File: src/rtl/jtframe_dump_pkg.sv
// Shared types and constants for the capture-window sequencer.
package jtframe_dump_pkg;

  localparam int unsigned STW      = 3;
  localparam int unsigned CNTW_DEF = 32;

  typedef enum logic [STW-1:0] {
    ST_HOLD  = 3'd0,
    ST_LOADW = 3'd1,
    ST_ARMED = 3'd2,
    ST_DUMP  = 3'd3,
    ST_DONE  = 3'd4
  } state_t;

endpackage

File: src/rtl/jtframe_dump_seq_if.sv
// Bus bundle between the capture sequencer and its environment.
interface jtframe_dump_seq_if #(
  parameter int unsigned CNTW = jtframe_dump_pkg::CNTW_DEF
);
  logic                              vs;
  logic                              downloading;
  logic [CNTW-1:0]                   start_frame;
  logic [CNTW-1:0]                   stop_frame;
  logic [CNTW-1:0]                   frame_cnt;
  logic                              dump_on;
  logic                              dump_start;
  logic                              dump_stop;
  logic [jtframe_dump_pkg::STW-1:0]  st;

  modport master (
    output vs, downloading, start_frame, stop_frame,
    input  frame_cnt, dump_on, dump_start, dump_stop, st
  );

  modport slave (
    input  vs, downloading, start_frame, stop_frame,
    output frame_cnt, dump_on, dump_start, dump_stop, st
  );
endinterface

File: src/rtl/jtframe_dump_edge.sv
// Two-flop synchroniser plus edge register; yields fall/rise pulses and the synced level.
module jtframe_dump_edge #(
  parameter logic RSTVAL = 1'b0
) (
  input  logic clk,
  input  logic rst,
  input  logic i_d,
  output logic o_fe_c,
  output logic o_re_c,
  output logic o_lvl_c
);

  logic r_s1, r_s2, r_l;

  always_ff @(posedge clk) begin
    if (rst) begin
      r_s1 <= RSTVAL;
      r_s2 <= RSTVAL;
      r_l  <= RSTVAL;
    end else begin
      r_s1 <= i_d;
      r_s2 <= r_s1;
      r_l  <= r_s2;
    end
  end

  assign o_fe_c  = r_l & ~r_s2;
  assign o_re_c  = ~r_l & r_s2;
  assign o_lvl_c = r_s2;

endmodule

File: src/rtl/jtframe_dump_seq.sv
// Frame counter and capture-window FSM: opens dump_on between a start and a stop frame.
module jtframe_dump_seq
  import jtframe_dump_pkg::*;
#(
  parameter int unsigned CNTW      = CNTW_DEF,
  parameter int unsigned WAIT_LOAD = 0,
  parameter int unsigned HOLD_CYC  = 1000
) (
  input  logic               clk,
  input  logic               rst,
  jtframe_dump_seq_if.slave  io_bus
);

  localparam int unsigned HW = (HOLD_CYC > 0) ? $clog2(HOLD_CYC + 1) : 1;

  logic            w_fe_vs, w_re_vs, w_lvl_vs;
  logic            w_fe_dl, w_re_dl, w_lvl_dl;
  logic            w_unused;
  logic [CNTW-1:0] r_frame_cnt;
  logic [CNTW-1:0] w_nxt;
  logic [HW-1:0]   r_hold_cnt;
  logic            w_hold_done;
  state_t          r_state, w_state_nxt;
  logic            r_dump_on, r_dump_start, r_dump_stop;
  logic            w_dump_on_nxt, w_start_nxt, w_stop_nxt;

  jtframe_dump_edge #(.RSTVAL(1'b1)) u_vs (
    .clk     (clk),
    .rst     (rst),
    .i_d     (io_bus.vs),
    .o_fe_c  (w_fe_vs),
    .o_re_c  (w_re_vs),
    .o_lvl_c (w_lvl_vs)
  );

  jtframe_dump_edge #(.RSTVAL(1'b0)) u_dl (
    .clk     (clk),
    .rst     (rst),
    .i_d     (io_bus.downloading),
    .o_fe_c  (w_fe_dl),
    .o_re_c  (w_re_dl),
    .o_lvl_c (w_lvl_dl)
  );

  assign w_unused    = &{1'b0, w_re_vs, w_lvl_vs, w_lvl_dl};
  assign w_nxt       = r_frame_cnt + CNTW'(1);
  assign w_hold_done = (r_hold_cnt == HW'(HOLD_CYC));

  // Frame counter wraps naturally at CNTW bits
  always_ff @(posedge clk) begin
    if (rst)          r_frame_cnt <= '0;
    else if (w_fe_vs) r_frame_cnt <= w_nxt;
  end

  always_ff @(posedge clk) begin
    if (rst)                                    r_hold_cnt <= '0;
    else if (r_state == ST_HOLD && !w_hold_done) r_hold_cnt <= r_hold_cnt + HW'(1);
  end

  always_ff @(posedge clk) begin
    if (rst) r_state <= ST_HOLD;
    else     r_state <= w_state_nxt;
  end

  // A new download start overrides any frame event and re-arms the window
  always_comb begin
    w_state_nxt = r_state;
    unique case (r_state)
      ST_HOLD:  if (w_hold_done) w_state_nxt = (WAIT_LOAD != 0) ? ST_LOADW : ST_ARMED;
      ST_LOADW: if (w_fe_dl) w_state_nxt = ST_ARMED;
      ST_ARMED: begin
        if (io_bus.start_frame == '0)                        w_state_nxt = ST_DUMP;
        else if (w_fe_vs && (w_nxt == io_bus.start_frame))   w_state_nxt = ST_DUMP;
      end
      ST_DUMP:  if (w_fe_vs && (io_bus.stop_frame != '0) && (w_nxt == io_bus.stop_frame))
                  w_state_nxt = ST_DONE;
      ST_DONE:  w_state_nxt = ST_DONE;
      default:  w_state_nxt = ST_HOLD;
    endcase
    if ((WAIT_LOAD != 0) && w_re_dl &&
        (r_state == ST_ARMED || r_state == ST_DUMP || r_state == ST_DONE))
      w_state_nxt = ST_LOADW;
  end

  always_comb begin
    w_dump_on_nxt = 1'b0;
    w_start_nxt   = 1'b0;
    w_stop_nxt    = 1'b0;
    w_dump_on_nxt = (w_state_nxt == ST_DUMP);
    w_start_nxt   = w_dump_on_nxt & ~r_dump_on;
    w_stop_nxt    = ~w_dump_on_nxt & r_dump_on;
  end

  // Pulses line up with the dump_on transition; reset clears without a stop pulse
  always_ff @(posedge clk) begin
    if (rst) begin
      r_dump_on    <= 1'b0;
      r_dump_start <= 1'b0;
      r_dump_stop  <= 1'b0;
    end else begin
      r_dump_on    <= w_dump_on_nxt;
      r_dump_start <= w_start_nxt;
      r_dump_stop  <= w_stop_nxt;
    end
  end

  assign io_bus.frame_cnt  = r_frame_cnt;
  assign io_bus.dump_on    = r_dump_on;
  assign io_bus.dump_start = r_dump_start;
  assign io_bus.dump_stop  = r_dump_stop;
  assign io_bus.st         = r_state;

endmodule
File: src/flat_wrapper.sv
// flat-port wrapper written by rule: the top's interface ports become plain ports
module jtframe_dump_seq_flat import jtframe_dump_pkg::*;
#(
  parameter int unsigned CNTW      = CNTW_DEF,
  parameter int unsigned WAIT_LOAD = 0,
  parameter int unsigned HOLD_CYC  = 1000
)
  (clk, rst, io_bus_vs, io_bus_downloading, io_bus_start_frame, io_bus_stop_frame, io_bus_frame_cnt, io_bus_dump_on, io_bus_dump_start, io_bus_dump_stop, io_bus_st);
  jtframe_dump_seq_if #(.CNTW(CNTW)) io_bus_i ();
  input  logic clk;
  input  logic rst;
  input wire logic [$bits(io_bus_i.vs)-1:0] io_bus_vs;
  input wire logic [$bits(io_bus_i.downloading)-1:0] io_bus_downloading;
  input wire logic [$bits(io_bus_i.start_frame)-1:0] io_bus_start_frame;
  input wire logic [$bits(io_bus_i.stop_frame)-1:0] io_bus_stop_frame;
  output wire logic [$bits(io_bus_i.frame_cnt)-1:0] io_bus_frame_cnt;
  output wire logic [$bits(io_bus_i.dump_on)-1:0] io_bus_dump_on;
  output wire logic [$bits(io_bus_i.dump_start)-1:0] io_bus_dump_start;
  output wire logic [$bits(io_bus_i.dump_stop)-1:0] io_bus_dump_stop;
  output wire logic [$bits(io_bus_i.st)-1:0] io_bus_st;
  assign io_bus_i.vs = io_bus_vs;
  assign io_bus_i.downloading = io_bus_downloading;
  assign io_bus_i.start_frame = io_bus_start_frame;
  assign io_bus_i.stop_frame = io_bus_stop_frame;
  assign io_bus_frame_cnt = io_bus_i.frame_cnt;
  assign io_bus_dump_on = io_bus_i.dump_on;
  assign io_bus_dump_start = io_bus_i.dump_start;
  assign io_bus_dump_stop = io_bus_i.dump_stop;
  assign io_bus_st = io_bus_i.st;
  jtframe_dump_seq #(.CNTW(CNTW), .WAIT_LOAD(WAIT_LOAD), .HOLD_CYC(HOLD_CYC)) u_core (.clk(clk), .rst(rst), .io_bus(io_bus_i));
endmodule
File: config.mk
export PLATFORM = sky130hd
export DESIGN_NAME = jtframe_dump_seq_flat
export DESIGN_NICKNAME = d
export VERILOG_FILES = /design/src/rtl/jtframe_dump_pkg.sv /design/src/rtl/jtframe_dump_seq_if.sv /design/src/rtl/jtframe_dump_edge.sv /design/src/rtl/jtframe_dump_seq.sv /design/src/flat_wrapper.sv
export SDC_FILE = /design/constraint.sdc
export NUM_CORES = 1
export LEC_CHECK = 0
export BUFFER_PORTS_ARGS = -buffer_cell sky130_fd_sc_hd__buf_2
export CAP_MARGIN = 20
export CORE_ASPECT_RATIO = 0.6
export CORE_MARGIN = 8
export CORE_UTILIZATION = 35
export DETAILED_ROUTE_END_ITERATION = 8
export HOLD_SLACK_MARGIN = 0.05
export PLACE_DENSITY = 0.59
export SLEW_MARGIN = 5
export SYNTH_ARGS = -nofsm -noshare
export SYNTH_HDL_FRONTEND = slang
export SYNTH_SLANG_ARGS = --single-unit
File: constraint.sdc
create_clock -name clk -period 4.4 [get_ports clk]
set_input_delay 0.44 -clock clk [delete_from_list [all_inputs] [get_ports clk]]
set_output_delay 0.44 -clock clk [all_outputs]
set_load 0.05 [all_outputs]
After elaboration in Yosys (flattened, before gate mapping)
Index checks and enable logic that the tools add are counted.
- output and inout port bits: 38
- input bits: 68
- flip-flop bits (word level): 54
- word-level logic and storage cells: 44
- reduce and logical (&&, ||, !) cells: 8
- bitwise gates (word level): 8
- mux-type cells: 6
- eq/ne operators: 8
- add/subtract/negate cells: 2
- operators with widths (cell ; count):
    $eq 32x32->1 ; 2
    $add 32x1->32 const B ; 1
    $logic_not 32->1 ; 1
    $reduce_bool 32->1 ; 1
    $mux 3 ; 5
    $pmux 3 s5 ; 1
    $add 10x1->10 const B ; 1
    $eq 10x10->1 const B ; 1
    $eq 3x2->1 const B ; 3
    $and 1x1->1 ; 4
    $logic_and 1x1->1 ; 4
    $not 1->1 ; 4
    $eq 3x1->1 const B ; 1
    $eq 3x3->1 const B ; 1
    $logic_not 3->1 ; 1
    $logic_not 1->1 ; 1

Longest topological paths before layout
Gate-level depths: netlist of the first run.
- depth in word-level cells: 9
- gate-level depth with buffers: 11
- depth with buffers taken out: 10

Hierarchy
A second synthesis of the first run with hierarchy kept.
- cells, all modules: 592
- area, all modules: 4584.4 um^2
- by module, submodules not included (module ; area an instance (um^2) ; seq. area each (um^2) ; instances ; cells an instance):
    jtframe_dump_seq ; 4400.5 ; 960.9 ; 1 ; 576
    jtframe_dump_edge (u_core.u_vs) ; 92.6 ; 60.1 ; 1 ; 8
    jtframe_dump_edge (u_core.u_dl) ; 91.3 ; 60.1 ; 1 ; 8

Least setup slack after synthesis of the first run
Ideal clock, no wire load.
- kind: flip-flop to flip-flop
- start point: register u_core.r_frame_cnt[0] (netlist: u_core.io_bus.frame_cnt[0])
- end point: register u_core.r_dump_stop (netlist: u_core.io_bus.dump_stop)
- setup time: 0.117 ns
- stages on the path, launching flop included: 11
- path slack: 1.135 ns
- period minus slack after synthesis: 3.265 ns
- arrival: 3.148 ns
- required time: 4.283 ns
- path buffers: 2
- cell sequence: dfxtp_1 buf_2 nand4_4 or4_4 buf_6 or3_2 a32oi_1 nand4_1 nor4b_4 a41oi_2 and4b_1
- cells in the longest elaborated chain, start to end: 9
- elaborated cells between the ends (all ways): 12
- those cells by class: 1 x add/sub; 3 x eq/ne; 4 x mux; 2 x bitwise; 2 x reduce/logical
- RTL lines (item ; RTL line ; RTL):
    start, declared ; jtframe_dump_seq.sv:19 ; logic [CNTW-1:0] r_frame_cnt;
    start signal, assigned ; jtframe_dump_seq.sv:52 ; else if (w_fe_vs) r_frame_cnt <= w_nxt;
    $add 32x1->32 (*) ; jtframe_dump_seq.sv:46 ; assign w_nxt = r_frame_cnt + CNTW'(1);
    $eq 32x32->1 ; jtframe_dump_seq.sv:73 ; else if (w_fe_vs && (w_nxt == io_bus.start_frame)) w_state_nxt = ST_DUMP;
    $logic_and 1x1->1 ; jtframe_dump_seq.sv:73 ;
    $mux 3 ; jtframe_dump_seq.sv:73 ;
    $mux 3 ; jtframe_dump_seq.sv:72 ; if (io_bus.start_frame == '0) w_state_nxt = ST_DUMP;
    $pmux 3 s5 (*) ; jtframe_dump_seq.sv:68 ; unique case (r_state)
    $eq 3x2->1 (*) ; jtframe_dump_seq.sv:89 ; w_dump_on_nxt = (w_state_nxt == ST_DUMP);
    $not 1->1 (*) ; jtframe_dump_seq.sv:91 ; w_stop_nxt = ~w_dump_on_nxt & r_dump_on;
    $and 1x1->1 (*) ; jtframe_dump_seq.sv:91 ;
    end signal, assigned ; jtframe_dump_seq.sv:103 ; r_dump_stop <= w_stop_nxt;
    end, declared ; jtframe_dump_seq.sv:24 ; logic r_dump_on, r_dump_start, r_dump_stop;
Mark *: on every way between the ends. The rest lies on a longest branch, timed or not.
A chain may end at the register's enable or synchronous reset.

Final worst setup path of the first run
- start point: register u_core.r_frame_cnt[4] (netlist: u_core.io_bus.frame_cnt[4])
- end point: register u_core.r_dump_stop (netlist: u_core.io_bus.dump_stop)
The elaborated chain is that of the path after synthesis.

==> metrics.txt, run 1 <==
outcome=finished, final reports clean; Post-DRT Antenna Nets=0; top-level I/O count=106; Worst Path Arrival=3.77 ns; max_cap viols=0; antenna violations before repair=0; Main synth FF type=dfxtp_1; Die W=166 um; Critical Path End Type=register; area of the multi-input gates=3290 um2; Post-CTS Hold Buffers=0; setup TNS=0 ns; RSZ-0062 raised after global routing=false; Die Area=17500 um2; Net count, final=735; Syn. warnings=0; pre-CTS WS=0.883 ns; Final HPWL DP=14400 um; Pins Over Slew Limit=0; worst stage delay on the critical path=0.87 ns; Synth Area per Inst=8.03 um2; min Tclk post-route=3.57 ns; worst setup margin=0.829 ns; DRT Pass-1 Iters=5; fmax=0.280 GHz; area leader, netlist=dfxtp_1; most common cell in the netlist=nor2_1; routability cong.=0.961; Worst setup SP type=register; CP max stage cell=or4_1; Initial Util=36.2%; Worst-path clk slew=0.08 ns; synthesis-stage register bit count=54; Via density=5.78; clk sinks=54; H-tree depth=2; proportion of layout cells with a drive suffix above 1=22.3%; GRT Overall Usage=20.0%; detailed router's first-iteration violation count=574; largest net degree at the start of global routing=52; Rows=32; CP Class=reg -> reg; Net Count, Synth=657; endpoints failing setup=0; GR Overflow Total=0; core area=13000 um2; Synth top cells by count=nor2_1 (64), xnor2_1 (60), dfxtp_1 (54); Clock Skew=0.0105 ns; Critical Path RT=4.60 ns; slew of the pin with the lowest slew margin=1.00 ns; P per Cell Area=204 nW/um2; vias in the first global route=4575; drc violations=0; final period utilization=81.2%; final hold viol count=0; setup bufs post-CTS=0; crit path cell chain=nand3_4, or4_1, nor2_2, o21ai_0, or4_1, nor4_2, a41oi_2, and4b_1; Die Ht=106 um; CTS tree=built; WL/cell=21.7 um; clk buf depth=2; TritonCTS Buffers=5; Synth async-reset ratio=0%; register area=1080 um2; relative slew slack=33.3%; Max VDD drop=0.156 mV; Mapped Cells=585; Tightest Hold Check Type=in -> reg; final wirelength=18100 um; worst skew pair latency=0.31 ns; Static Leakage=2.04 nW; first-pass GRT wire length=27300 um; cell repeated most along the worst path=or4_1; sequential area share after synthesis=23.0%; DR vias=4824; P&R area growth vs syn=14.1%; Critical Path Fanout Max=12; input/output buffers=105; Root Driver=clkbuf_16; mapped cell area=4700 um2; worst path bufs/invs=0; Yosys cell types=64; dominant cells by area after synthesis=dfxtp_1 (23%), xnor2_1 (11%), xor2_1 (8.2%); critical path's top delay family=simple AND/OR/NAND/NOR gates; post-cts sizing count=0; post-synth top area share=23.0%; Fillers=1355; Post-synth EDFFs=0; n_diodes=0
-- worst paths after layout --
path	start	end	slack (ns)	cells after the start
max	u_core.io_bus.frame_cnt[4]	u_core.io_bus.dump_stop	0.83	8
min	io_bus_vs	u_core.u_vs.r_s1	0.31	2
max reg2reg	u_core.io_bus.frame_cnt[4]	u_core.io_bus.dump_stop	0.83	8
min reg2reg	u_core.u_vs.r_s1	u_core.u_vs.o_lvl_c	0.41	1
-- report_power, final --
| group | internal (mW) | total, mW | switching, mW |
|---|---|---|---|
| Sequential | 0.494 | 0.499 | 0.00508 |
| Combinational | 0.0673 | 0.160 | 0.0925 |
| Clock | 0.218 | 0.433 | 0.215 |
-- through the flow --
| stage | cell area, um2 | power (mW) | hold WS [ns] | cells | util, % |
|---|---|---|---|---|---|
| 4_1_cts | 5360 | 1.10 | 0.305 | 834 | 41.3 |
| 3_5_place_dp | 5210 | 0.667 | 0.392 | 826 | 40.2 |
| 6_report | 5360 | 1.09 | 0.309 | 834 | 41.3 |
| 3_3_place_gp | 5210 | 0.666 | 0.393 | 826 | 40.2 |
| 5_1_grt | 5360 | 1.14 | 0.304 | 834 | 41.3 |
| 2_1_floorplan | 4700 | 0.588 | 0.389 | 585 | - |
-- layer usage --
metal / wire length [um] / global-route usage (%) / vias up
met3: 2230 / 7.15 / 11
met1: 8760 / 30.6 / 2322
met5: 0 / 0 / -
met4: 114 / 2.09 / 0
li1: - / - / 2249
met2: 6960 / 26.5 / 242
-- layout make-up --
cell class / count / share of cell area [%]
well taps: 170 / 3.97
inverters: 12 / 0.840
flip-flops and latches: 54 / 20.2
multi-input cells: 477 / 61.3
clock buffers: 5 / 2.33
repair buffers: 113 / 10.9
clock inverters: 3 / 0.490
-- layout by cell type (no fill, tap or decap), types with 5 or more instances in the layout --
cell type	Yosys	routed
a2111oi_0	7	7
a21oi_1	25	25
and3_1	5	5
and4_1	6	6
buf_2	8	105
buf_4	5	8
clkbuf_16	0	5
dfxtp_1	54	54
inv_1	12	12
nand2_1	40	40
nand2b_1	12	12
nand3_1	21	21
nand4_1	28	28
nor2_1	64	64
nor2b_1	9	9
nor3_1	12	12
nor4_1	24	24
o21ai_0	23	23
or2_2	6	6
or3_1	11	11
or4_1	5	5
xnor2_1	60	60
xnor3_1	7	7
xor2_1	44	44
-- kinds of logic (layout without fill, tap and decap cells) --
group / count (synthesis) / after routing / share of synthesized area, %
simple gates: 276 / 276 / 33.9
flops: 54 / 54 / 23.0
fa+ha+maj: 4 / 4 / 1.07
mux: 4 / 4 / 0.879
xor+xnor: 111 / 111 / 22.7
compound gates: 82 / 82 / 11.3
buf+inv: 54 / 133 / 7.08
-- sequential cells by signal, summed over array words and instances (netlist names) --
signal and flops:
u_core.io_bus.st 3, u_core.io_bus.dump_stop 1, u_core.u_vs.r_l 1, u_core.io_bus.dump_on 1, u_core.io_bus.frame_cnt 32, u_core.u_vs.r_s1 1, u_core.u_dl.r_l 1, u_core.io_bus.dump_start 1
u_core.u_dl.r_s1 1, u_core.u_dl.o_lvl_c 1, u_core.u_vs.o_lvl_c 1, u_core.r_hold_cnt 10
(Power assumes the default switching activity.)
==> run 2: changes to the inputs <==
Settings changed: PLACE_DENSITY 0.59 to 0.61.
Clock period 4.4 ns to 3 ns, I/O delays scaled along.
==> run 2 against run 1 <==
Effect of this change: via count is 7.0% higher; sequential share of layout area is 1.7 points lower; combinational power is 59% higher; wire length is 5.6% higher; worst hold slack worse by 0.14 ns; design area is 14% higher; highest routed layer unchanged.
==> metrics.txt, run 2 (same netlist as run 1, synthesis figures left out) <==
proportion of layout cells with a drive suffix above 1=35.3% (+13 points); DRT Pass-1 Iters=5 (unchanged); endpoints failing setup=0 (unchanged); routability cong.=1.00 (+4.1%); min Tclk post-route=2.95 ns (-0.623 ns); RSZ-0062 raised after global routing=false; DP Area=5740 um2 (+10%); Post-CTS Hold Buffers=0 (unchanged); Hold Slack=0.173 ns (-0.136 ns); worst setup margin=0.0516 ns (-0.777 ns); Rows=32 (unchanged); cell repeated most along the worst path=buf_4; clk buf depth=2 (unchanged); Worst path depth=10 (+2); Tightest Hold Check Type=in -> reg; core area=13000 um2 (unchanged); most frequent cells in the layout=buf_2 (105), buf_4 (73), nor2_1 (63); max reg flops=32 (unchanged); final wirelength=19100 um (+5.6%); DR vias=5164 (+7.0%); hold path cells=2 (unchanged); CTS tree=built; worst skew pair latency=0.31 ns (about the same); pre-CTS WS=-0.213 ns (-1.10 ns); WL/cell=21.2 um (-2.3%); relative slew slack=45.2% (+12 points); fin util=47.0% (+5.7 points); final period utilization=98.3% (+17 points); Static Leakage=2.45 nW (+20%); Critical Path Fanout Max=7 (-5); input/output buffers=105 (unchanged); worst path bufs/invs=2 (+2); first-pass GRT wire length=28900 um (+6.1%); Die Area=17500 um2 (unchanged); Worst-path clk slew=0.08 ns (about the same); worst stage delay on the critical path=0.64 ns (-0.23 ns); Inst Count DP=891 (+7.9%); outcome=finished, final reports clean; Post-Layout Cell Count=901 (+8.0%); P per Cell Area=263 nW/um2 (+29%); slew of the pin with the lowest slew margin=0.815 ns (-0.186 ns); CP Class=reg -> reg; GRT Overall Usage=21.3% (+1.3 points); top-level I/O count=106 (unchanged); Post-DRT Antenna Nets=0 (unchanged); Net count, final=802 (+9.1%); total power=1.61 mW (+47%); crit path cell chain=buf_4, nand4_2, or4_4, or3_2, a21oi_2, a2111oi_2, buf_4, and4b_2, a31o_4, a211oi_2; Root Driver=clkbuf_16; final instance area=6100 um2 (+14%); H-tree depth=2 (unchanged); most common cell after layout, fill and taps aside=buf_2; Pins Over Slew Limit=0 (unchanged); Clock Skew=0.00964 ns (-0.000876 ns); r2r worst-path depth=10 (+2); fmax=0.339 GHz (+21%); setup TNS=0 ns (unchanged); drc violations=0 (unchanged); n_diodes=0 (unchanged); Critical Path RT=3.22 ns (-1.38 ns); critical path's top delay family=simple AND/OR/NAND/NOR gates; largest net degree at the start of global routing=40 (-23%); Worst setup SP type=register; GR Overflow Total=0 (unchanged); Die Ht=106 um (unchanged); TritonCTS Buffers=5 (unchanged); max_cap viols=0 (unchanged); Via density=5.73 (-0.91%); Fillers=1348 (-0.52%); Critical Path End Type=register; Worst Path Arrival=3.17 ns (-0.60 ns); Max VDD drop=0.215 mV (+38%); CP max stage cell=or4_4; detailed router's first-iteration violation count=508 (-11%); vias in the first global route=4965 (+8.5%); Initial Util=36.2% (unchanged); Die W=166 um (unchanged); P&R area growth vs syn=29.7%; Final HPWL DP=15600 um (+8.4%); worst reg2reg setup slack=0.05 ns (-0.78 ns); antenna violations before repair=0 (unchanged); final hold viol count=0 (unchanged); clk sinks=54 (unchanged)
run 2: cell count changes in the layout (fill, tap and decap cells not counted), sizes merged:
cell | before | now
buf | 113 | 180
inv | 15 | 13
clkinv | 0 | 2
run 2: final timing paths:
| check | startpoint | to |
|---|---|---|
| max | u_core.io_bus.frame_cnt[10] | u_core.io_bus.dump_start |
| min | io_bus_vs | u_core.u_vs.r_s1 |
| max reg2reg | u_core.io_bus.frame_cnt[10] | u_core.io_bus.dump_start |
| min reg2reg | u_core.u_vs.r_s1 | u_core.u_vs.o_lvl_c |
run 2: what timing repair did:
item / 4_1_cts / 5_1_grt
resized for setup: 10 / 32
setup buffers: 0 / 2
endpoints found under the hold margin: 0 / 0
setup endpoints to repair: 6 / 6
pin swaps: 0 / 5
run 2: routing by layer:
layer  up-vias  GRT usage, %  share of wire (%)
met5         -             0                  0
met4         0          3.24               0.90
met2       302          28.6                 39
met3        21          8.43                 14
met1      2458          31.3                 46
li1       2383             -                  -
run 2: worst register-to-register path, delay by kind of cell, from the launching register on:
family,cells,cell delay [ns]
AND/OR/NAND/NOR,4,1.53
buffers and inverters,2,0.31
flip-flops,1,0.34
AO/OA/AOI/OAI,4,0.68
run 2: final cells by class:
type                    count  area (um2)  area share, %
clock inverters             3        28.8          0.472
inverters                  12        45.0          0.739
clock buffers               5         125           2.05
multi-input cells         477        3460           56.8
flip-flops and latches     54        1120           18.4
well taps                 170         213           3.49
repair buffers            180        1100           18.0
run 2: report_power, final:
group | internal (mW) | switching, mW | leakage, nW
Clock | 0.320 | 0.308 | 0.0759
Combinational | 0.108 | 0.146 | 1.93
Sequential | 0.718 | 0.00709 | 0.449
==> run 3: changes to the inputs <==
Settings changed: CORE_UTILIZATION 35 to 50, PLACE_DENSITY 0.61 to 0.81.
==> run 3 against run 2 <==
Effect of this change: design area is 2.0% lower; maximum frequency fell by 0.49%; wire length shrank 5.3%; worst hold slack gained 0.0055 ns; final cell count is 4.9% lower; total power fell by 1.5%; via count grew 0.72%; core utilization is 18 points higher; worst setup slack lost 0.015 ns; sequential share of layout area is 0.33 points higher; sequential power is essentially flat; clock power decreased by 3%.
==> metrics.txt, run 3 (same netlist as run 1, synthesis figures left out) <==
final period utilization=98.8% (+0.49 points); crit path cell chain=ha_4, nand3_4, or4_4, or3_4, buf_4, xnor2_1, o21ai_0, nor4b_4, a41oi_2, and4b_1; Net count, final=798 (-0.50%); fmax=0.337 GHz (-0.49%); Hold Slack=0.179 ns (+0.00551 ns); met2 Resource Use GR=39.2% (+11 points); max reg flops=32 (unchanged); Inst Count DP=833 (-6.5%); min Tclk post-route=2.96 ns (+0.0146 ns); CP Class=reg -> reg; CP max stage cell=or4_4; beginning of the critical path=u_core.io_bus.frame_cnt[0]; Die W=141 um (-15%); Worst path depth=10 (unchanged); Critical R2R Launch=u_core.io_bus.frame_cnt[0]; TritonCTS Buffers=5 (unchanged); DRT Pass-1 Iters=5 (unchanged); routability cong.=0.982 (-1.9%); vias in the first global route=4904 (-1.2%); CTS tree=built; worst path bufs/invs=1 (-1); final wirelength=18100 um (-5.3%); n_diodes=0 (unchanged); largest net degree at the start of global routing=52 (+30%); Root Driver=clkbuf_16; Tightest Hold Check Type=in -> reg; core area=9160 um2 (-29%); Post-Layout Cell Count=857 (-4.9%); total power=1.58 mW (-1.5%); max_cap viols=0 (unchanged); outcome=finished, final reports clean; relative slew slack=35.2% (-10 points); DR vias=5201 (+0.72%); Worst-path clk slew=0.07 ns (about the same); Worst Setup EP=u_core.io_bus.dump_stop; Die Area=12900 um2 (-27%); Max VDD drop=0.280 mV (+31%); worst stage delay on the critical path=0.59 ns (-0.05 ns); Clock Skew=0.00502 ns (-0.00462 ns); met1 Track Usage GR=37.7% (+6.4 points); worst skew pair latency=0.30 ns (about the same); final hold viol count=0 (unchanged); r2r worst-path depth=10 (unchanged); critical path's top delay family=simple AND/OR/NAND/NOR gates; input/output buffers=105 (unchanged); Critical Path End Type=register; worst setup margin=0.0370 ns (-0.0146 ns); worst reg2reg setup slack=0.04 ns (about the same); drc violations=0 (unchanged); Critical Path Fanout Max=6 (-1); clk sinks=54 (unchanged); Die Ht=91.1 um (-14%); Final HPWL DP=14300 um (-8.5%); Via density=6.07 (+5.9%); Post-DRT Antenna Nets=0 (unchanged); worst reg2reg path endpoint=u_core.io_bus.dump_stop; Worst setup SP type=register; Rows=27 (-16%); P&R area growth vs syn=27.1%; Top Usage Layer GRT=met2; Fillers=800 (-41%); GR Overflow Total=0 (unchanged); most frequent cells in the layout=buf_2 (105), buf_4 (69), nor2_1 (62); proportion of layout cells with a drive suffix above 1=34.3% (-1.0 points); detailed router's first-iteration violation count=459 (-9.6%); GRT Overall Usage=26.8% (+5.5 points); first-pass GRT wire length=27100 um (-6.4%); endpoints failing setup=0 (unchanged); pre-CTS WS=-0.0177 ns (+0.195 ns); top-level I/O count=106 (unchanged); Worst Path Arrival=3.16 ns (about the same); clk buf depth=2 (unchanged); Initial Util=51.3% (+15 points); most common cell after layout, fill and taps aside=buf_2; Static Leakage=2.39 nW (-2.6%); WL/cell=21.1 um (-0.44%); Critical Path RT=3.20 ns (-0.02 ns); met3 usage=8.46% (+0.033 points); slew of the pin with the lowest slew margin=0.973 ns (+0.158 ns); antenna violations before repair=0 (unchanged); setup TNS=0 ns (unchanged); H-tree depth=2 (unchanged); P per Cell Area=265 nW/um2 (+0.51%); Pins Over Slew Limit=0 (unchanged)
run 3: worst min-delay path by stage:
stage                           from                   to  slack (ns)  depth (start not counted)
floorplan           u_core.u_vs.r_s1  u_core.u_vs.o_lvl_c        0.39                          1
global placement    u_core.u_vs.r_s1  u_core.u_vs.o_lvl_c        0.39                          1
detailed placement  u_core.u_vs.r_s1  u_core.u_vs.o_lvl_c        0.40                          1
CTS                        io_bus_vs     u_core.u_vs.r_s1        0.18                          2
global route               io_bus_vs     u_core.u_vs.r_s1        0.17                          2
finish                     io_bus_vs     u_core.u_vs.r_s1        0.18                          2
run 3: repair_timing:
action                                 in CTS  in global routing
buffers inserted                            1                 15
endpoints found under the hold margin       0                  0
hold buffers                                0                  0
gates resized for setup                     3                 25
setup endpoints to repair                   2                  6
pin swaps                                   0                 14
run 3: cell type report:
class	instances	area [um2]	share of cell area (%)
sequential	54	1120	18.8
clock inverter	3	22.5	0.377
timing repair buffer	176	1080	18.1
clock buffer	5	125	2.09
multi-input combinational	477	3410	57.2
inverter	12	45.0	0.754
tap	130	163	2.72
run 3: metal layers:
layer | routed length, um | up-vias
met5 | 0 | -
met4 | 313 | 0
met3 | 2350 | 32
met2 | 7430 | 355
met1 | 7960 | 2428
li1 | - | 2386
run 3: worst register-to-register path, delay by kind of cell, from the launching register on:
kind / cells / cell delay [ns]
AND/OR/NAND/NOR: 5 / 1.66
flip-flops: 1 / 0.41
AO/OA/AOI/OAI: 2 / 0.34
adder cells (fa/ha/maj): 1 / 0.15
buffers and inverters: 1 / 0.15
XOR/XNOR: 1 / 0.14
run 3: power breakdown:
group          switching (mW)  internal, mW  total (mW)
sequential            0.00743         0.719       0.726
combinational           0.140         0.108       0.248
clock                   0.293         0.315       0.608
total                   0.440          1.14        1.58
run 3: stage by stage:
| step | instance area (um2) | utilization, % |
|---|---|---|
| final | 5970 | 65.3 |
| after global routing | 5970 | 65.3 |
| after CTS | 5720 | 62.4 |
| after detailed placement | 5550 | 60.6 |
| after global placement | 5550 | 60.6 |
| after floorplan | 4740 | - |
